[src/rtl/count_ones_reg_if.sv]
// Request/response bundle for the registered population counter.
// The master drives a word to be counted; the slave returns the count and flags.
interface count_ones_reg_if #(
    parameter int WIDTH = 8,
    parameter int CNT_W = 4
);
    logic             in_valid;
    logic [WIDTH-1:0] binary_in;
    logic [CNT_W-1:0] ones_count;
    logic             out_valid;
    logic             is_zero;
    logic             is_full;
    logic             parity;

    modport master (
        output in_valid, binary_in,
        input  ones_count, out_valid, is_zero, is_full, parity
    );

    modport slave (
        input  in_valid, binary_in,
        output ones_count, out_valid, is_zero, is_full, parity
    );
endinterface

[src/rtl/count_ones_reg.sv]
// Registered population count: counts '1' bits of an accepted word and
// presents count, zero/full/parity flags one clock later. All outputs are flops.
module count_ones_reg #(
    parameter int WIDTH = 8,
    parameter int CNT_W = 4
) (
    input  logic               clk,
    input  logic               rst,
    count_ones_reg_if.slave    bus
);
    generate
        if (WIDTH < 1 || WIDTH > 64) begin : g_bad_width
            $error("count_ones_reg: WIDTH must be in 1..64");
        end
        if (CNT_W < $clog2(WIDTH + 1)) begin : g_bad_cnt_w
            $error("count_ones_reg: CNT_W too small to hold WIDTH");
        end
    endgenerate

    logic [CNT_W-1:0] w_sum;
    logic             w_zero;
    logic             w_full;
    logic             w_par;

    always_comb begin
        w_sum = '0;
        for (int i = 0; i < WIDTH; i++)
            w_sum = w_sum + CNT_W'(bus.binary_in[i]);
    end

    assign w_zero = ~|bus.binary_in;
    assign w_full = &bus.binary_in;
    assign w_par  = ^bus.binary_in;

    logic [CNT_W-1:0] r_ones_count;
    logic             r_out_valid;
    logic             r_is_zero;
    logic             r_is_full;
    logic             r_parity;

    // Data flops only load on accept, so idle-cycle garbage on binary_in never reaches outputs.
    always_ff @(posedge clk) begin
        if (rst) begin
            r_ones_count <= '0;
            r_out_valid  <= 1'b0;
            r_is_zero    <= 1'b1;
            r_is_full    <= 1'b0;
            r_parity     <= 1'b0;
        end else if (bus.in_valid) begin
            r_ones_count <= w_sum;
            r_out_valid  <= 1'b1;
            r_is_zero    <= w_zero;
            r_is_full    <= w_full;
            r_parity     <= w_par;
        end else begin
            r_out_valid  <= 1'b0;
        end
    end

    assign bus.ones_count = r_ones_count;
    assign bus.out_valid  = r_out_valid;
    assign bus.is_zero    = r_is_zero;
    assign bus.is_full    = r_is_full;
    assign bus.parity     = r_parity;
endmodule

[src/flat_wrapper.sv]
// flat-port wrapper written by rule: the top's interface ports become plain ports
module count_ones_reg_flat 
#(
    parameter int WIDTH = 8,
    parameter int CNT_W = 4
)
  (clk, rst, bus_in_valid, bus_binary_in, bus_ones_count, bus_out_valid, bus_is_zero, bus_is_full, bus_parity);
  count_ones_reg_if #(.WIDTH(WIDTH), .CNT_W(CNT_W)) bus_i ();
  input  logic clk;
  input  logic rst;
  input wire logic [$bits(bus_i.in_valid)-1:0] bus_in_valid;
  input wire logic [$bits(bus_i.binary_in)-1:0] bus_binary_in;
  output wire logic [$bits(bus_i.ones_count)-1:0] bus_ones_count;
  output wire logic [$bits(bus_i.out_valid)-1:0] bus_out_valid;
  output wire logic [$bits(bus_i.is_zero)-1:0] bus_is_zero;
  output wire logic [$bits(bus_i.is_full)-1:0] bus_is_full;
  output wire logic [$bits(bus_i.parity)-1:0] bus_parity;
  assign bus_i.in_valid = bus_in_valid;
  assign bus_i.binary_in = bus_binary_in;
  assign bus_ones_count = bus_i.ones_count;
  assign bus_out_valid = bus_i.out_valid;
  assign bus_is_zero = bus_i.is_zero;
  assign bus_is_full = bus_i.is_full;
  assign bus_parity = bus_i.parity;
  count_ones_reg #(.WIDTH(WIDTH), .CNT_W(CNT_W)) u_core (.clk(clk), .rst(rst), .bus(bus_i));
endmodule
[config.mk]
export PLATFORM = sky130hd
export DESIGN_NAME = count_ones_reg_flat
export DESIGN_NICKNAME = d
export VERILOG_FILES = /design/src/rtl/count_ones_reg_if.sv /design/src/rtl/count_ones_reg.sv /design/src/flat_wrapper.sv
export SDC_FILE = /design/constraint.sdc
export NUM_CORES = 1
export LEC_CHECK = 0
export ABC_AREA = 0
export CAP_MARGIN = 20
export CORE_AREA = 2 2 39 41
export DETAILED_ROUTE_END_ITERATION = 10
export DIE_AREA = 0 0 41 43
export PLACE_DENSITY = 0.82
export SYNTH_ARGS = -nofsm -noshare
export SYNTH_HDL_FRONTEND = slang
export SYNTH_SLANG_ARGS = --single-unit
[constraint.sdc]
create_clock -name clk -period 8.6 [get_ports clk]
set_clock_uncertainty 0.1 [all_clocks]
set_input_delay 1.72 -clock clk [delete_from_list [all_inputs] [get_ports clk]]
set_output_delay 1.72 -clock clk [all_outputs]
set_load 0.03 [all_outputs]
==> flow_summary_export.csv <==
group,metric,value,unit
routing,dr.first_iter.drc_count,5,
setup_path,startpoint,"bus_binary_in[0]",
setup_path,worst-path-buf-inv,3,
hold_path,hold_path_class,"register to register",
cells_and_area,instances_no_fill,94,
timing,setup_viol,0,
grt,antenna_found_initial,0,
timing,setup_tns,0,ps
grt,grt_pass1_wl,1620,um
cells_and_area,layout_common_cells,"18 x clkdlybuf4s50_1, 12 x inv_1, 10 x ha_1",
setup_path,cp_top_family,"adder cells",
clocking,cts_resized,0,
status,status,"completed",
timing,rsz0062_at_grt,"no",
flow_run,maxCapViolCount,0,
logic_synthesis,syn_inst,59,
setup_path,worstReg2RegStart,"u_core.bus.is_zero",
cells_and_area,area_delta_synth_final,36.6,%
setup_path,cp-start-kind,"input port",
cells_and_area,insertedDiodeCount,0,
setup_path,worst-path-stages,11,
setup_path,crit_path_end_kind,"register",
logic_synthesis,netlist_area,578,um2
clocking,numCtsBuffers,3,
cells_and_area,finalNetCount,105,
timing,relSlewSlack,0.733,
logic_synthesis,yosysTopAreaCell,"dfxtp_1",
floorplanning,initial_utilization,0.418,
routing,detail-route-antenna-nets,0,
cells_and_area,drive_above_1_share,0.0641,
setup_path,crit_chain,"clkdlybuf4s50_1 -> inv_1 -> ha_1 -> inv_1 -> fa_1 -> fa_1 -> fa_1 -> fa_1 -> xnor2_1 -> mux2i_1 -> nor2_1",
clocking,clkTransAtPathRegs,50,ps
setup_path,reg2reg_depth,1,
setup_path,critPathMaxStageDelay,500,ps
timing,fin_crit_sh,0.538,
clocking,cts_setup_buffers,0,
routing,vias_per_cell,4.67,
clocking,cts_buffer_depth,2,
setup_path,critPathMaxFanout,2,
timing,holdWs,368,ps
placed_design,port-buffer-count,18,
logic_synthesis,yosysWarnings,0,
clocking,clock-sinks,8,
clocking,cts_hold_buf,0,
logic_synthesis,synthTopCellsByArea,"dfxtp_1 28%, ha_1 22%, fa_1 14%",
floorplanning,die_h,43,um
setup_path,required,8640,ps
logic_synthesis,syn-num-nets,84,
timing,slew_viol_final,0,
timing,tightest_slew,399,ps
floorplanning,die_area,1760,um2
timing,hold_viol,0,
grt,first_global_vias,411,
timing,fmax,0.216,GHz
clocking,root_buffer,"clkbuf_4",
clocking,cts_tree,"built",
setup_path,setup.worst_path.class,"input port to register",
setup_path,cpMaxStageDelayCell,"fa_1",
routing,route.vias.total,439,
floorplanning,io_pins,19,
placed_design,dp_cells,91,
logic_synthesis,synth.avg_cell_area,9.80,um2
floorplanning,fp-row-count,14,
power,vdd_drop_max,0.0544,mV
floorplanning,fp.dieW,41,um
power,p_per_area,149,nW/um2
setup_path,arrival,4660,ps
clocking,cts_max_level,1,
placed_design,gp_congestion,0.806,
logic_synthesis,yosys.area.top_type_share,0.277,
routing,wirelength,956,um
cells_and_area,multi_input_area,358,um2
clocking,clk_latency,250,ps
cells_and_area,layout_commonest_cell,"clkdlybuf4s50_1",
grt,grt_max_degree,12,
power,p_leak,0.367,nW
grt,gr-total-overflow,0,
routing,wl_per_cell,10.2,um
setup_path,cp_common_cell,"fa_1",
setup_path,worstReg2RegEnd,"u_core.bus.is_zero",
placed_design,dpl.hpwl,838,um
cells_and_area,regArea,160,um2
timing,finalCriticalPeriod,4620,ps
logic_synthesis,yosysSeqAreaShare,0.277,
routing,first_pass_iters,4,
routing,drcViolationCount,0,
setup_path,critPathCapture,"u_core.bus.ones_count[2]",
setup_path,ff2ff_setup_slack,7750,ps
cells_and_area,fillers,138,
logic_synthesis,synth_cell_types,19,
grt,track_usage,0.139,
logic_synthesis,ys_ff_latch,8,
floorplanning,core_area,1380,um2
-- per-stage QoR --
| stage | area, um2 | power, W | setup WS [ps] | util |
|---|---|---|---|---|
| after floorplan | 578 | 0.0000741 | 4320 | - |
| after global placement | 767 | 0.0000884 | 3750 | 0.554 |
| after detailed placement | 767 | 0.0000899 | 3710 | 0.554 |
| after CTS | 790 | 0.000119 | 3970 | 0.571 |
| after global routing | 790 | 0.000125 | 3870 | 0.571 |
| final | 790 | 0.000117 | 3980 | 0.571 |
-- routing by layer --
layer | global-route usage | up-vias | part of all wire
li1 | - | 227 | -
met1 | 0.172 | 194 | 0.46
met2 | 0.200 | 16 | 0.45
met3 | 0.0314 | 2 | 0.058
met4 | 0.100 | 0 | 0.025
met5 | 0 | - | 0
-- sequential cells by signal, summed over array words and instances, names as in the netlist --
| name | cells |
|---|---|
| u_core.bus.out_valid | 1 |
| u_core.bus.is_full | 1 |
| u_core.bus.ones_count | 4 |
| u_core.bus.is_zero | 1 |
| u_core.bus.parity | 1 |
-- final cells by class --
type                    count  area share
repair buffers             18       0.228
well taps                  16      0.0254
inverters                  13      0.0618
flip-flops and latches      8       0.203
clock buffers               3      0.0285
multi-input cells          36       0.453
-- synthesized netlist by cell type --
| cell | count |
|---|---|
| and4_1 | 2 |
| clkbuf_1 | 1 |
| inv_2 | 1 |
| a221o_1 | 1 |
| nor2_1 | 6 |
| mux2i_1 | 1 |
| fa_1 | 4 |
| inv_1 | 12 |
| buf_4 | 1 |
| nand2_1 | 1 |
| a21oi_1 | 1 |
| xnor2_1 | 4 |
| o211ai_1 | 1 |
| nor2b_1 | 1 |
| a211oi_2 | 1 |
| ha_1 | 10 |
| dfxtp_1 | 8 |
| a22oi_1 | 1 |
| a211oi_1 | 2 |
-- power breakdown --
| group | leakage [nW] | switching, W | internal, W |
|---|---|---|---|
| clock | 0.0138 | 0.0000127 | 0.0000160 |
| sequential | 0.0661 | 0.00000166 | 0.0000406 |
| combinational | 0.288 | 0.0000234 | 0.0000229 |
| total | 0.367 | 0.0000378 | 0.0000795 |
-- worst min-delay path by stage --
stage,start,endpoint,slack (ps),cells after the start
2_1_floorplan,u_core.bus.ones_count[3],u_core.bus.ones_count[3],490,2
3_3_place_gp,u_core.bus.ones_count[3],u_core.bus.ones_count[3],360,2
4_1_cts,u_core.bus.ones_count[3],u_core.bus.ones_count[3],370,2
5_1_grt,u_core.bus.ones_count[3],u_core.bus.ones_count[3],390,2
3_5_place_dp,u_core.bus.ones_count[3],u_core.bus.ones_count[3],370,2
6_report,u_core.bus.ones_count[3],u_core.bus.ones_count[3],370,2
-- cell families after synthesis --
family                     count (synthesis)  synth area share
AOI/OAI and AO/OA                          7            0.0996
DFF                                        8             0.277
muxes                                      1            0.0173
and+or+nand+nor                           10            0.0866
adders and majority gates                 14             0.355
buffers and inverters                     15             0.104
xor gates and xnor gates                   4            0.0606
No activity file was read; power rests on OpenSTA's default activity.
